[config.mk]
export PLATFORM = sky130hd
export DESIGN_NAME = i2c_target_regs_flat
export DESIGN_NICKNAME = d
export VERILOG_FILES = /design/src/rtl/i2c_pkg.sv /design/src/rtl/i2c_target_regs_if.sv /design/src/rtl/i2c_bus_sync.sv /design/src/rtl/i2c_target_regs.sv /design/src/flat_wrapper.sv
export SDC_FILE = /design/constraint.sdc
export NUM_CORES = 1
export LEC_CHECK = 0
export BUFFER_PORTS_ARGS = -buffer_cell sky130_fd_sc_hd__buf_2
export CORE_ASPECT_RATIO = 1.5
export CORE_MARGIN = 3
export CORE_UTILIZATION = 63
export CTS_CLUSTER_SIZE = 24
export DETAILED_ROUTE_END_ITERATION = 12
export HOLD_SLACK_MARGIN = 0.15
export PLACE_DENSITY = 0.8
export SYNTH_ARGS = -nofsm -noshare
export SYNTH_HDL_FRONTEND = slang
export SYNTH_SLANG_ARGS = --single-unit
[constraint.sdc]
create_clock -name clk -period 6.9 [get_ports clk]
set_input_delay 1.38 -clock clk [delete_from_list [all_inputs] [get_ports clk]]
set_output_delay 1.38 -clock clk [all_outputs]
set_load 0.01 [all_outputs]
[src/rtl/i2c_pkg.sv]
// i2c_pkg: shared FSM states and bus-level constants for the I2C blocks
package i2c_pkg;
  typedef enum logic [3:0] {
    IDLE, ADDR, ADDR_ACK, PTR, PTR_ACK, WDATA, WDATA_ACK, RDATA, RDATA_ACK, WAIT_STOP
  } state_t;
  localparam logic I2C_WRITE = 1'b0;
  localparam logic I2C_READ = 1'b1;
  localparam logic ACK = 1'b0;
  localparam logic NACK = 1'b1;
endpackage

[src/rtl/i2c_target_regs_if.sv]
// i2c_target_regs_if: sampled bus lines, open-drain SDA drive and write-strobe side port
interface i2c_target_regs_if #(parameter int AW = 4);
  logic scl_i;
  logic sda_i;
  logic sda_oe;
  logic wr_stb;
  logic [AW-1:0] wr_addr;
  logic [7:0] wr_data;
  logic busy;
  modport slave (input scl_i, sda_i, output sda_oe, wr_stb, wr_addr, wr_data, busy);
  modport master (output scl_i, sda_i, input sda_oe, wr_stb, wr_addr, wr_data, busy);
endinterface

[src/rtl/i2c_bus_sync.sv]
// i2c_bus_sync: synchronises SCL/SDA and derives edge, START and STOP pulses
module i2c_bus_sync (
  input  logic clk,
  input  logic rst,
  input  logic scl_i,
  input  logic sda_i,
  output logic sda,
  output logic scl_rise,
  output logic scl_fall,
  output logic start_det,
  output logic stop_det
);
  logic scl_m, scl_s, scl_h, sda_m, sda_s, sda_h;
  // two-flop synchronisers plus a history stage; idle bus is high so reset to 1
  always_ff @(posedge clk or posedge rst)
    if (rst) {scl_m, scl_s, scl_h, sda_m, sda_s, sda_h} <= '1;
    else {scl_m, scl_s, scl_h, sda_m, sda_s, sda_h} <= {scl_i, scl_m, scl_s, sda_i, sda_m, sda_s};
  assign sda = sda_s;
  assign scl_rise = scl_s & ~scl_h;
  assign scl_fall = ~scl_s & scl_h;
  assign start_det = scl_s & scl_h & sda_h & ~sda_s;
  assign stop_det = scl_s & scl_h & ~sda_h & sda_s;
endmodule

[src/rtl/i2c_target_regs.sv]
// i2c_target_regs: I2C target with a byte-wide register file and write-strobe port
module i2c_target_regs import i2c_pkg::*; #(
  parameter logic [6:0] DEV_ADDR = 7'h64,
  parameter int AW = 4,
  parameter logic [7:0] RST_VAL = 8'h00
) (
  input logic clk,
  input logic rst,
  i2c_target_regs_if.slave bus
);
  state_t state;
  logic [2:0] bitcnt;
  logic [7:0] shift, rx, wr_data;
  logic [7:0] mem [2**AW];
  logic [AW-1:0] ptr, ptr_n, wr_addr;
  logic rw, ackd, sda_oe, busy, wr_stb;
  logic sda, scl_rise, scl_fall, start_det, stop_det;
  i2c_bus_sync u_sync (
    .clk(clk), .rst(rst), .scl_i(bus.scl_i), .sda_i(bus.sda_i), .sda(sda),
    .scl_rise(scl_rise), .scl_fall(scl_fall), .start_det(start_det), .stop_det(stop_det)
  );
  assign rx = {shift[6:0], sda};
  assign ptr_n = ptr + 1'b1;
  assign bus.sda_oe = sda_oe;
  assign bus.wr_stb = wr_stb;
  assign bus.wr_addr = wr_addr;
  assign bus.wr_data = wr_data;
  assign bus.busy = busy;
  // protocol FSM: START/STOP override bit handling; ACK is driven for one full SCL low-high-low
  always_ff @(posedge clk or posedge rst)
    if (rst) begin
      state <= IDLE;
      bitcnt <= '0;
      shift <= '0;
      ptr <= '0;
      rw <= I2C_WRITE;
      ackd <= 1'b0;
      sda_oe <= 1'b0;
      busy <= 1'b0;
      wr_stb <= 1'b0;
      wr_addr <= '0;
      wr_data <= '0;
      mem <= '{default: RST_VAL};
    end else begin
      wr_stb <= 1'b0;
      if (stop_det) begin
        state <= IDLE;
        sda_oe <= 1'b0;
        busy <= 1'b0;
      end else if (start_det) begin
        state <= ADDR;
        bitcnt <= '0;
        sda_oe <= 1'b0;
        ackd <= 1'b0;
      end else
        case (state)
          ADDR, PTR, WDATA:
            if (scl_rise) begin
              shift <= rx;
              bitcnt <= bitcnt + 1'b1;
              if (bitcnt == 3'd7) begin
                ackd <= 1'b0;
                if (state == ADDR) begin
                  state <= rx[7:1] == DEV_ADDR ? ADDR_ACK : WAIT_STOP;
                  busy <= busy | (rx[7:1] == DEV_ADDR);
                  rw <= rx[0];
                end else if (state == PTR) begin
                  ptr <= rx[AW-1:0];
                  state <= PTR_ACK;
                end else begin
                  mem[ptr] <= rx;
                  wr_stb <= 1'b1;
                  wr_addr <= ptr;
                  wr_data <= rx;
                  ptr <= ptr_n;
                  state <= WDATA_ACK;
                end
              end
            end
          ADDR_ACK, PTR_ACK, WDATA_ACK:
            if (scl_fall) begin
              ackd <= ~ackd;
              sda_oe <= ~ackd;
              if (ackd) begin
                state <= state != ADDR_ACK ? WDATA : rw == I2C_READ ? RDATA : PTR;
                if (state == ADDR_ACK && rw == I2C_READ) begin
                  shift <= mem[ptr];
                  sda_oe <= ~mem[ptr][7];
                end
              end
            end
          RDATA: begin
            if (scl_fall) sda_oe <= ~shift[3'd7 - bitcnt];
            if (scl_rise) begin
              bitcnt <= bitcnt + 1'b1;
              if (bitcnt == 3'd7) state <= RDATA_ACK;
            end
          end
          RDATA_ACK: begin
            if (scl_fall) sda_oe <= 1'b0;
            if (scl_rise) begin
              if (sda == ACK) begin
                ptr <= ptr_n;
                shift <= mem[ptr_n];
                state <= RDATA;
              end else state <= WAIT_STOP;
            end
          end
          default: sda_oe <= 1'b0;
        endcase
    end
endmodule

[src/flat_wrapper.sv]
// flat-port wrapper written by rule: the top's interface ports become plain ports
module i2c_target_regs_flat import i2c_pkg::*;
#(
  parameter logic [6:0] DEV_ADDR = 7'h64,
  parameter int AW = 4,
  parameter logic [7:0] RST_VAL = 8'h00
)
  (clk, rst, bus_scl_i, bus_sda_i, bus_sda_oe, bus_wr_stb, bus_wr_addr, bus_wr_data, bus_busy);
  i2c_target_regs_if #(.AW(AW)) bus_i ();
  input logic clk;
  input logic rst;
  input wire logic [$bits(bus_i.scl_i)-1:0] bus_scl_i;
  input wire logic [$bits(bus_i.sda_i)-1:0] bus_sda_i;
  output wire logic [$bits(bus_i.sda_oe)-1:0] bus_sda_oe;
  output wire logic [$bits(bus_i.wr_stb)-1:0] bus_wr_stb;
  output wire logic [$bits(bus_i.wr_addr)-1:0] bus_wr_addr;
  output wire logic [$bits(bus_i.wr_data)-1:0] bus_wr_data;
  output wire logic [$bits(bus_i.busy)-1:0] bus_busy;
  assign bus_i.scl_i = bus_scl_i;
  assign bus_i.sda_i = bus_sda_i;
  assign bus_sda_oe = bus_i.sda_oe;
  assign bus_wr_stb = bus_i.wr_stb;
  assign bus_wr_addr = bus_i.wr_addr;
  assign bus_wr_data = bus_i.wr_data;
  assign bus_busy = bus_i.busy;
  i2c_target_regs #(.DEV_ADDR(DEV_ADDR), .AW(AW), .RST_VAL(RST_VAL)) u_core (.clk(clk), .rst(rst), .bus(bus_i));
endmodule
==> run_results.csv, run 1 <==
group,metric,value,unit
cells_and_area,fill_cells,977,
routing,drc_errors,0,
die,die_area,0.01600,mm2
global_route,grt_pass1_vias,6613,
critical_path,cp.arrival,4490,ps
cells_and_area,postLayoutCellArea,0.009829,mm2
cells_and_area,diodes,0,
placed_design,dp.cells,857,
power_and_ir_drop,p_per_area,290.7,mW/mm2
timing,setup_viol_count_final,0,
die,die_h,153.4,um
yosys,syn_inst,696,
yosys,netlist_area,0.009129,mm2
timing,final.min_clock_period,4205,ps
global_route,grt_max_degree,92,
placed_design,placed_cell_area,0.009264,mm2
yosys,ys.flop_type,"dfrtp_1",
critical_path,cp_cell_sequence,"buf_4, inv_1, ha_1, buf_4, mux4_2, mux2_2, o211ai_1, a41oi_1",
routing,drt-vias-per-instance,7.134,
global_route,gr-total-overflow,0,
clock_tree,numCtsBuffers,17,
critical_path,path_common_cell,"buf_4",
routing,drtAntennaViolNets,0,
yosys,ys_seq_area_share,46.68,%
critical_path,worstRegToRegCells,8,
cells_and_area,drive_gt1_share,35.29,%
yosys,synth.most_common_cell,"dfrtp_1",
yosys,yosysTopAreaCell,"dfrtp_1",
routing,wl,23.66,mm
critical_path,critical_path.max_stage_delay,800,ps
cells_and_area,final_core_util,69.59,%
job,maxCapViolations,0,
critical_path,worst_r2r_endpoint,"u_core.shift[0]",
critical_path,crit_start,"u_core.ptr[0]",
clock_tree,insertion_delay,440,ps
clock_tree,clkSinkCount,170,
clock_tree,clk_pin_slew,70,ps
routing,vias,6342,
min_path,worstHoldPathType,"reg2reg",
clock_tree,cts_hold_buf,0,
cells_and_area,synthToLayoutAreaGrowth,7.675,%
critical_path,critPathMaxFanout,52,
critical_path,timing.rr.start,"u_core.ptr[0]",
yosys,synth_edf_count,0,
critical_path,cp_slowest_cell,"ha_1",
yosys,synth_top_area_share,44.96,%
timing,slew_violations,0,
timing,fin_crit_sh,60.94,%
global_route,grt_pass1_wl,37.51,mm
yosys,synthDistinctLibCells,59,
yosys,ys_seq_elements,170,
die,initial_core_util,64.63,%
clock_tree,htreeDepth,4,
yosys,synth_area_leaders,"dfrtp_1, mux4_2, mux2_2, mux2_1, nand2_1",
outcome,outcome,"finished clean",
timing,skew,13.17,ps
cells_and_area,final_nets,694,
die,die_w,104.3,um
clock_tree,post-cts-setup-buffers,0,
die,rows,53,
placed_design,io_buffers,18,
timing,rsz0062_at_grt,"no",
routing,wl_per_cell,26.61,um
global_route,antenna_found_initial,0,
global_route,grt_usage,31.06,%
critical_path,endpoint,"u_core.shift[0]",
routing,drt_iter0_markers,646,
placed_design,place.gp.congestion,0.9583,
timing,setup_tns,0,ps
critical_path,crit_required,7190,ps
yosys,syn-num-nets,706,
critical_path,path_class,"reg2reg",
power_and_ir_drop,p_leak,4.407,nW
die,coreArea,0.01412,mm2
timing,worstMarginPinSlew,1050,ps
cells_and_area,final_cells,889,
routing,firstDrtPassIters,6,
timing,slew_headroom,30.00,%
die,ioPinCount,19,
clock_tree,root_buffer,"clkbuf_16",
yosys,syn_avg_cell_area,13.12,um2
yosys,yosys_warnings,0,
placed_design,place.detailed.hpwl,15.79,mm
timing,max_freq,0.2378,GHz
clock_tree,cts_resized,0,
timing,final_hold_viol_count,0,
clock_tree,cts_tree,"yes",
min_path,whs_path_depth,0,
critical_path,r2r_setup_slack,2690,ps
critical_path,end_kind,"flip-flop",
yosys,synthArstFlopShare,100.0,%
clock_tree,cts_buffer_depth,2,
critical_path,start_kind,"flip-flop",
yosys,synth_commonest_cells,"dfrtp_1, mux2_2, mux4_2",
power_and_ir_drop,ir_drop,0.1973,mV
worst min path at each step:
stage / startpoint / slack (ps) / end
after floorplan: u_core.u_sync.scl_m / 350 / u_core.u_sync.scl_s
after global placement: u_core.u_sync.sda_m / 350 / u_core.u_sync.sda
after detailed placement: u_core.u_sync.scl_m / 350 / u_core.u_sync.scl_s
after CTS: u_core.u_sync.scl_m / 360 / u_core.u_sync.scl_s
after global routing: u_core.u_sync.sda_m / 360 / u_core.u_sync.sda
final: u_core.u_sync.scl_m / 360 / u_core.u_sync.scl_s
report_power, final:
| part | total (mW) | leakage, nW | internal, mW | switching [mW] |
|---|---|---|---|---|
| logic | 0.652 | 1.81 | 0.269 | 0.383 |
| registers | 1.28 | 2.32 | 1.05 | 0.227 |
| clock network | 0.930 | 0.276 | 0.486 | 0.444 |
| total | 2.86 | 4.41 | 1.80 | 1.05 |
flip-flops by register name, summed over array words and instances, names as in the netlist, 3 cells and up:
name and flops:
u_core.mem 128, u_core.bus.wr_data 8, u_core.shift 8, u_core.bus.wr_addr 4
u_core.ptr 4, u_core.state 4, u_core.bitcnt 3
worst max-delay path: cells and delay by family, from the launching register on:
family | cells | cell delay [ps]
AO/OA/AOI/OAI | 2 | 300
adder cells (fa/ha/maj) | 1 | 800
buffers and inverters | 3 | 1690
flip-flops | 1 | 350
multiplexers | 2 | 850
routing by layer:
metal  up-vias  global-route usage, %  part of all wire (%)  wire (um)
met5         -                      0                     0          0
met4         0                  21.23                   6.6       1562
met3       101                  5.112                   6.4       1515
met2       353                  51.23                    52      12230
met1      3253                  37.44                    35       8353
li1       2635                      -                     -          -
final cells by class:
cell class | instances | area [um2] | share of cell area (%)
Inverter | 10 | 42.54 | 0.4328
Clock inverter | 14 | 126.4 | 1.286
Tap cell | 192 | 240.2 | 2.444
Timing Repair Buffer | 25 | 142.6 | 1.451
Sequential cell | 170 | 4264 | 43.38
Clock buffer | 18 | 439.2 | 4.468
Multi-Input combinational cell | 460 | 4574 | 46.54
metrics by stage:
step | total power, mW | hold WS, ps | worst slack (ps)
6_report | 2.857 | 356.7 | 2695
3_5_place_dp | 1.928 | 350.9 | 2728
5_1_grt | 2.981 | 363.7 | 2375
4_1_cts | 2.850 | 358.3 | 2655
3_3_place_gp | 1.905 | 345.7 | 2855
2_1_floorplan | 1.742 | 345.2 | 926.5
cell usage in the layout, fill, tap and decap left out, drive strengths merged, types with 2 or more instances in the layout:
master / Yosys / final
nor2b: 6 / 6
a222oi: 7 / 7
clkinv: 0 / 2
o211ai: 10 / 10
nand2: 61 / 61
mux2i: 3 / 3
nor4b: 2 / 2
clkinvlp: 0 / 2
or2: 3 / 3
and2: 2 / 2
and3: 2 / 2
inv: 10 / 20
o22ai: 2 / 2
a21oi: 20 / 20
or3: 4 / 4
xor2: 2 / 2
nor2: 18 / 18
a21boi: 2 / 2
o21ai: 36 / 36
a22o: 2 / 2
nor3: 7 / 7
o21a: 2 / 2
mux2: 124 / 124
ha: 6 / 6
dfrtp: 164 / 164
a31oi: 3 / 3
nand2b: 7 / 7
a211oi: 2 / 2
clkbuf: 29 / 18
nand3: 23 / 23
buf: 27 / 25
mux4: 67 / 67
a22oi: 8 / 8
nand4: 5 / 5
dfstp: 6 / 6
a41oi: 7 / 7
a311oi: 2 / 2
logic make-up after synthesis:
group | after synthesis | synth area share [%]
AOI/OAI and AO/OA | 112 | 8.169
xor gates and xnor gates | 3 | 0.3701
adders and majority gates | 6 | 0.8223
buffers and inverters | 66 | 3.289
DFF | 170 | 46.68
muxes | 194 | 32.15
and+or+nand+nor | 145 | 8.512
(Power assumes the default switching activity.)
==> inputs of run 2 (changes only) <==
--- a/config.mk
+++ b/config.mk
@@ -5,14 +5,15 @@
 export SDC_FILE = /design/constraint.sdc
 export NUM_CORES = 1
 export LEC_CHECK = 0
+export ABC_AREA = 1
 export BUFFER_PORTS_ARGS = -buffer_cell sky130_fd_sc_hd__buf_2
 export CORE_ASPECT_RATIO = 1.5
 export CORE_MARGIN = 3
-export CORE_UTILIZATION = 63
+export CORE_UTILIZATION = 64
 export CTS_CLUSTER_SIZE = 24
 export DETAILED_ROUTE_END_ITERATION = 12
 export HOLD_SLACK_MARGIN = 0.15
-export PLACE_DENSITY = 0.8
+export PLACE_DENSITY = 0.81
 export SYNTH_ARGS = -nofsm -noshare
 export SYNTH_HDL_FRONTEND = slang
 export SYNTH_SLANG_ARGS = --single-unit
==> constraint.sdc (replaced) <==
create_clock -name clk -period 4.3 [get_ports clk]
set_input_delay 0.86 -clock clk [delete_from_list [all_inputs] [get_ports clk]]
set_output_delay 0.86 -clock clk [all_outputs]
set_load 0.01 [all_outputs]
==> run_results.csv, run 2 <==
group,metric,value,unit
die,rows,55,
min_path,worstHoldPathType,"reg2reg",
timing,rsz0062_at_grt,"no",
timing,skew,11.20,ps
critical_path,crit_start,"u_core.ptr[0]",
clock_tree,insertion_delay,440,ps
yosys,syn_avg_cell_area,6.727,um2
placed_design,io_buffers,18,
timing,slew_headroom,15.78,%
yosys,synthArstFlopShare,100.0,%
global_route,grt_use_met2,57.35,%
critical_path,critPathMaxFanout,130,
routing,drc_errors,0,
yosys,ys_seq_area_share,43.01,%
yosys,synthDistinctLibCells,32,
die,die_h,158.4,um
job,maxCapViolations,0,
timing,slew_violations,0,
clock_tree,numCtsBuffers,17,
yosys,netlist_area,0.009908,mm2
placed_design,placed_cell_area,0.009956,mm2
routing,firstDrtPassIters,5,
clock_tree,cts_buffer_depth,2,
placed_design,place.gp.congestion,0.9669,
clock_tree,cts_resized,0,
timing,setup_ws,1347,ps
global_route,antenna_found_initial,0,
yosys,yosys_warnings,0,
min_path,hold_start,"u_core.u_sync.scl_m",
cells_and_area,postLayoutCellArea,0.01058,mm2
yosys,syn-num-nets,1483,
die,die_w,107.6,um
yosys,yosysTopAreaCell,"dfrtp_1",
timing,setup_viol_count_final,0,
cells_and_area,synthToLayoutAreaGrowth,6.769,%
cells_and_area,diodes,0,
critical_path,critical_path.max_stage_delay,910,ps
global_route,gr-total-overflow,0,
yosys,synth_commonest_cells,"nand2_1, nand3_1, inv_1",
timing,worstMarginPinSlew,1263,ps
die,initial_core_util,65.45,%
cells_and_area,drive_gt1_share,6.625,%
global_route,grt_pass1_wl,44.71,mm
clock_tree,htreeDepth,4,
yosys,syn_inst,1473,
timing,final.min_clock_period,2953,ps
cells_and_area,most-common-layout-cells,"nand2_1, nand3_1, inv_1",
timing,fin_crit_sh,68.68,%
critical_path,cp.arrival,3230,ps
routing,wl,28.11,mm
yosys,synth_area_leaders,"dfrtp_1, nand2_1, nand3_1, inv_1, o21ai_0",
yosys,synth.most_common_cell,"nand2_1",
clock_tree,clk_pin_slew,70,ps
timing,setup_tns,0,ps
timing,final_hold_viol_count,0,
yosys,ys.flop_type,"dfrtp_1",
outcome,outcome,"finished clean",
clock_tree,clkSinkCount,170,
critical_path,crit_required,4580,ps
critical_path,end_kind,"flip-flop",
cells_and_area,final_nets,1446,
global_route,met3_usage,5.193,%
clock_tree,post-cts-setup-buffers,0,
clock_tree,root_buffer,"clkbuf_16",
critical_path,cp_slowest_cell,"buf_4",
global_route,grt_pass1_vias,8667,
routing,wl_per_cell,17.06,um
timing,whs,357.7,ps
routing,drtAntennaViolNets,0,
critical_path,start_kind,"flip-flop",
critical_path,path_class,"reg2reg",
global_route,use_met1,42.64,%
placed_design,place.detailed.hpwl,18.80,mm
cells_and_area,reg_top3,"u_core.mem: 128 flops, u_core.bus.wr_data: 8 flops, u_core.shift: 8 flops",
power_and_ir_drop,p_per_area,694.3,mW/mm2
yosys,synth_top_area_share,41.42,%
power_and_ir_drop,p_leak,5.539,nW
routing,vias,9401,
critical_path,timing.rr.start,"u_core.ptr[0]",
cells_and_area,fill_cells,1296,
die,die_area,0.01704,mm2
yosys,ys_seq_elements,170,
clock_tree,cts_tree,"yes",
cells_and_area,final_common_cell,"nand2_1",
yosys,synth_edf_count,0,
cells_and_area,final_core_util,69.88,%
power_and_ir_drop,ir_drop,0.4016,mV
routing,drt-vias-per-instance,5.704,
cells_and_area,regMostFlops,"u_core.mem",
die,ioPinCount,19,
cells_and_area,largest_reg_flops,128,
global_route,top_usage_layer,"met2",
clock_tree,cts_hold_buf,0,
global_route,grt_max_degree,131,
timing,max_freq,0.3386,GHz
routing,drt_iter0_markers,976,
placed_design,place_ws,1457,ps
global_route,grt_usage,33.98,%
die,coreArea,0.01514,mm2
critical_path,cp_cell_sequence,"clkinv_2, buf_4, ha_1, inv_1, nor2_4, nand2_2, nand2_1, o21ai_0",
[run 2: changes by cell type after synthesis, moves of 10 or more]
cell,change
nor2_1,+32
o21ai_1,+70
nand2_2,+15
mux2_2,-92
mux2_1,-32
nand3_1,+186
a21oi_1,-10
mux4_2,-67
clkbuf_1,+38
inv_1,+167
o21ai_0,+60
nand2_1,+504
[run 2: cell type report]
class                      count  area, um2  area share (%)
multi-input combinational   1037       4577           43.26
clock buffer                  18      439.2           4.151
tap                          199      249.0           2.354
clock inverter                14      183.9           1.739
timing repair buffer          31      187.7           1.774
inverter                     179      676.9           6.399
sequential                   170       4265           40.32
[run 2: stage by stage]
| stage | power, mW | cells |
|---|---|---|
| finish | 7.345 | 1648 |
| global route | 7.801 | 1648 |
| CTS | 7.272 | 1648 |
| detailed placement | 5.633 | 1616 |
| global placement | 5.563 | 1616 |
| floorplan | 4.539 | 1473 |
[run 2: worst paths after layout]
kind	slack [ps]	to	cells past startpoint
max	1350	u_core.mem[73]	8
min	360	u_core.u_sync.scl_s	0
max reg2reg	1350	u_core.mem[73]	8
min reg2reg	360	u_core.u_sync.scl_s	0
max in group asynchronous	2690	u_core.mem[21]	3
min in group asynchronous	510	u_core.mem[126]	2
[run 2: metal layers]
layer  share of wire (%)  vias to the layer above
met2                  50                      449
met4                 4.3                        0
met3                 7.0                       86
li1                    -                     4524
met5                   0                        -
met1                  39                     4342
[run 2: where the power goes]
group          leakage (nW)  switching [mW]  internal, mW  total [mW]
Clock                 0.309           0.687         0.944        1.63
Combinational          2.92            2.75          1.05        3.80
Sequential             2.31           0.176          1.74        1.91
[run 2: cell families (layout without fill, tap and decap cells)]
group / Yosys count / in the layout / share of synthesized area, %
xor gates and xnor gates: 4 / 4 / 0.3536
DFF: 170 / 170 / 43.01
adders and majority gates: 6 / 6 / 0.7577
and+or+nand+nor: 844 / 844 / 35.47
AOI/OAI and AO/OA: 183 / 183 / 9.610
buffers and inverters: 266 / 242 / 10.80
[run 2: worst max-delay path, delay by kind of cell (launching register included)]
family,cells,cell delay (ps)
simple gates,3,570
fa+ha+maj,1,290
buf+inv,3,1070
flops,1,660
compound gates,1,100
==> inputs of run 3 (changes only) <==
--- a/config.mk
+++ b/config.mk
@@ -9,11 +9,11 @@
 export BUFFER_PORTS_ARGS = -buffer_cell sky130_fd_sc_hd__buf_2
 export CORE_ASPECT_RATIO = 1.5
 export CORE_MARGIN = 3
-export CORE_UTILIZATION = 64
+export CORE_UTILIZATION = 57
 export CTS_CLUSTER_SIZE = 24
 export DETAILED_ROUTE_END_ITERATION = 12
 export HOLD_SLACK_MARGIN = 0.15
-export PLACE_DENSITY = 0.81
+export PLACE_DENSITY = 0.76
 export SYNTH_ARGS = -nofsm -noshare
 export SYNTH_HDL_FRONTEND = slang
 export SYNTH_SLANG_ARGS = --single-unit
==> constraint.sdc (replaced) <==
create_clock -name clk -period 2.6 [get_ports clk]
set_input_delay 0.52 -clock clk [delete_from_list [all_inputs] [get_ports clk]]
set_output_delay 0.52 -clock clk [all_outputs]
set_load 0.01 [all_outputs]
==> run_results.csv, run 3 (same netlist as run 2, synthesis figures left out) <==
group,metric,value,unit
outcome,outcome,"finished clean",
cells_and_area,most-common-layout-cells,"nand2_1, nand3_1, inv_1",
critical_path,start_kind,"flip-flop",
timing,worstMarginPinSlew,721.2,ps
die,coreArea,0.01691,mm2
clock_tree,cts_hold_buf,0,
cells_and_area,regArea,0.004265,mm2
cells_and_area,diodes,0,
cells_and_area,final_nets,1468,
min_path,whs_path_depth,1,
timing,slew_headroom,51.82,%
die,die_h,167.5,um
timing,slew_violations,0,
timing,setup_ws,300.6,ps
job,maxCapViolations,0,
clock_tree,clkSinkCount,170,
die,initial_core_util,58.60,%
timing,final_hold_viol_count,0,
min_path,worstHoldPathType,"in2reg",
cells_and_area,multi_input_area,0.004577,mm2
routing,firstDrtPassIters,6,
placed_design,place.detailed.hpwl,19.97,mm
critical_path,critPathMaxFanout,16,
critical_path,crit_cells,12,
routing,wl_per_cell,17.51,um
global_route,grt_usage,32.37,%
die,ioPinCount,19,
die,die_area,0.01903,mm2
die,rows,58,
critical_path,path_common_cell,"nand2_1",
power_and_ir_drop,ir_drop,1.211,mV
cells_and_area,regMostFlops,"u_core.mem",
power_and_ir_drop,p_per_area,1154,mW/mm2
clock_tree,root_buffer,"clkbuf_16",
routing,wl,29.44,mm
timing,setup_viol_count_final,0,
clock_tree,cts_buffer_depth,2,
critical_path,critical_path.max_stage_delay,440,ps
cells_and_area,reg_top3,"u_core.mem: 128 flops, u_core.bus.wr_data: 8 flops, u_core.shift: 8 flops",
cells_and_area,drive_gt1_share,7.954,%
critical_path,path_class,"reg2reg",
global_route,antenna_found_initial,0,
critical_path,cp_slowest_cell,"dfrtp_1",
timing,skew,14.86,ps
clock_tree,cts_resized,0,
cells_and_area,largest_reg_flops,128,
routing,drt_iter0_markers,952,
timing,rsz0062_at_grt,"no",
critical_path,crit_buf_inv,2,
routing,vias,9459,
clock_tree,cts_tree,"yes",
die,die_w,113.7,um
routing,drt-vias-per-instance,5.627,
timing,fin_crit_sh,88.44,%
clock_tree,numCtsBuffers,17,
placed_design,place.gp.congestion,1.002,
critical_path,cp.arrival,2670,ps
critical_path,crit_family,"simple AND/OR/NAND/NOR gates",
cells_and_area,synthToLayoutAreaGrowth,8.398,%
critical_path,end_kind,"flip-flop",
placed_design,placed_cell_area,0.01017,mm2
critical_path,crit_required,2970,ps
critical_path,r2r_setup_slack,300,ps
routing,drc_errors,0,
power_and_ir_drop,p_leak,5.627,nW
timing,final.min_clock_period,2299,ps
cells_and_area,fill_cells,1592,
clock_tree,htreeDepth,4,
cells_and_area,final_common_cell,"nand2_1",
placed_design,place_ws,430.9,ps
critical_path,worstRegToRegCells,12,
critical_path,cp_cell_sequence,"nor2_1, nand2_1, nand2_1, buf_4, nand2_1, nand2_1, nor2_1, nand2_1, nor2_1, nand3_1, nand2_1, inv_1",
clock_tree,clk_pin_slew,70,ps
clock_tree,insertion_delay,440,ps
power_and_ir_drop,total_power,12.39,mW
global_route,grt_max_degree,97,
timing,max_freq,0.4349,GHz
global_route,grt_pass1_vias,9142,
global_route,grt_pass1_wl,48.09,mm
cells_and_area,postLayoutCellArea,0.01074,mm2
clock_tree,post-cts-setup-buffers,0,
placed_design,io_buffers,18,
global_route,gr-total-overflow,0,
routing,drtAntennaViolNets,0,
## run 3: cell types whose count changed in the layout (fill, tap and decap cells not counted), moves of 2 or more
cell | before | now
inv_6 | 3 | 5
clkinvlp_4 | 1 | 3
buf_12 | 0 | 3
clkinv_4 | 4 | 2
buf_4 | 13 | 32
bufinv_16 | 3 | 1
## run 3: routing by layer
metal | share of wire, % | track usage, % | up-vias | wire length, um
met5 | 0 | 0 | - | 0
met4 | 5.5 | 17.21 | 0 | 1617
met3 | 5.8 | 4.230 | 103 | 1716
met2 | 50 | 54.48 | 401 | 14730
met1 | 39 | 40.16 | 4383 | 11370
li1 | - | - | 4572 | -
## run 3: final timing paths
kind / start / to
setup / recovery: u_core.state[2] / u_core.shift[4]
hold / removal: bus_scl_i / u_core.u_sync.scl_m
setup reg to reg: u_core.state[2] / u_core.shift[4]
hold reg to reg: u_core.u_sync.sda_m / u_core.u_sync.sda
max in group asynchronous: rst / u_core.mem[10]
min in group asynchronous: rst / u_core.mem[115]
## run 3: power by group
part	switching (mW)	internal [mW]	leakage [nW]	total, mW
Combinational	4.89	1.90	3.04	6.79
Clock	1.17	1.35	0.276	2.51
Sequential	0.212	2.87	2.31	3.08
## run 3: final cells by class
cell class / instances / share of cell area, %
multi-input combinational: 1037 / 42.61
sequential: 170 / 39.71
inverter: 179 / 6.302
clock buffer: 18 / 3.996
timing repair buffer: 53 / 3.635
tap: 210 / 2.446
clock inverter: 14 / 1.293
## run 3: stage by stage
step / setup TNS (ps) / utilization [%] / hold WS (ps) / std cells
floorplan: -13750 / - / 345.2 / 1473
global placement: 0 / 60.16 / 348.5 / 1649
detailed placement: 0 / 60.16 / 347.3 / 1649
finish: 0 / 63.52 / 178.1 / 1681
global route: 0 / 63.52 / 161.2 / 1681
CTS: 0 / 63.52 / 164.8 / 1681
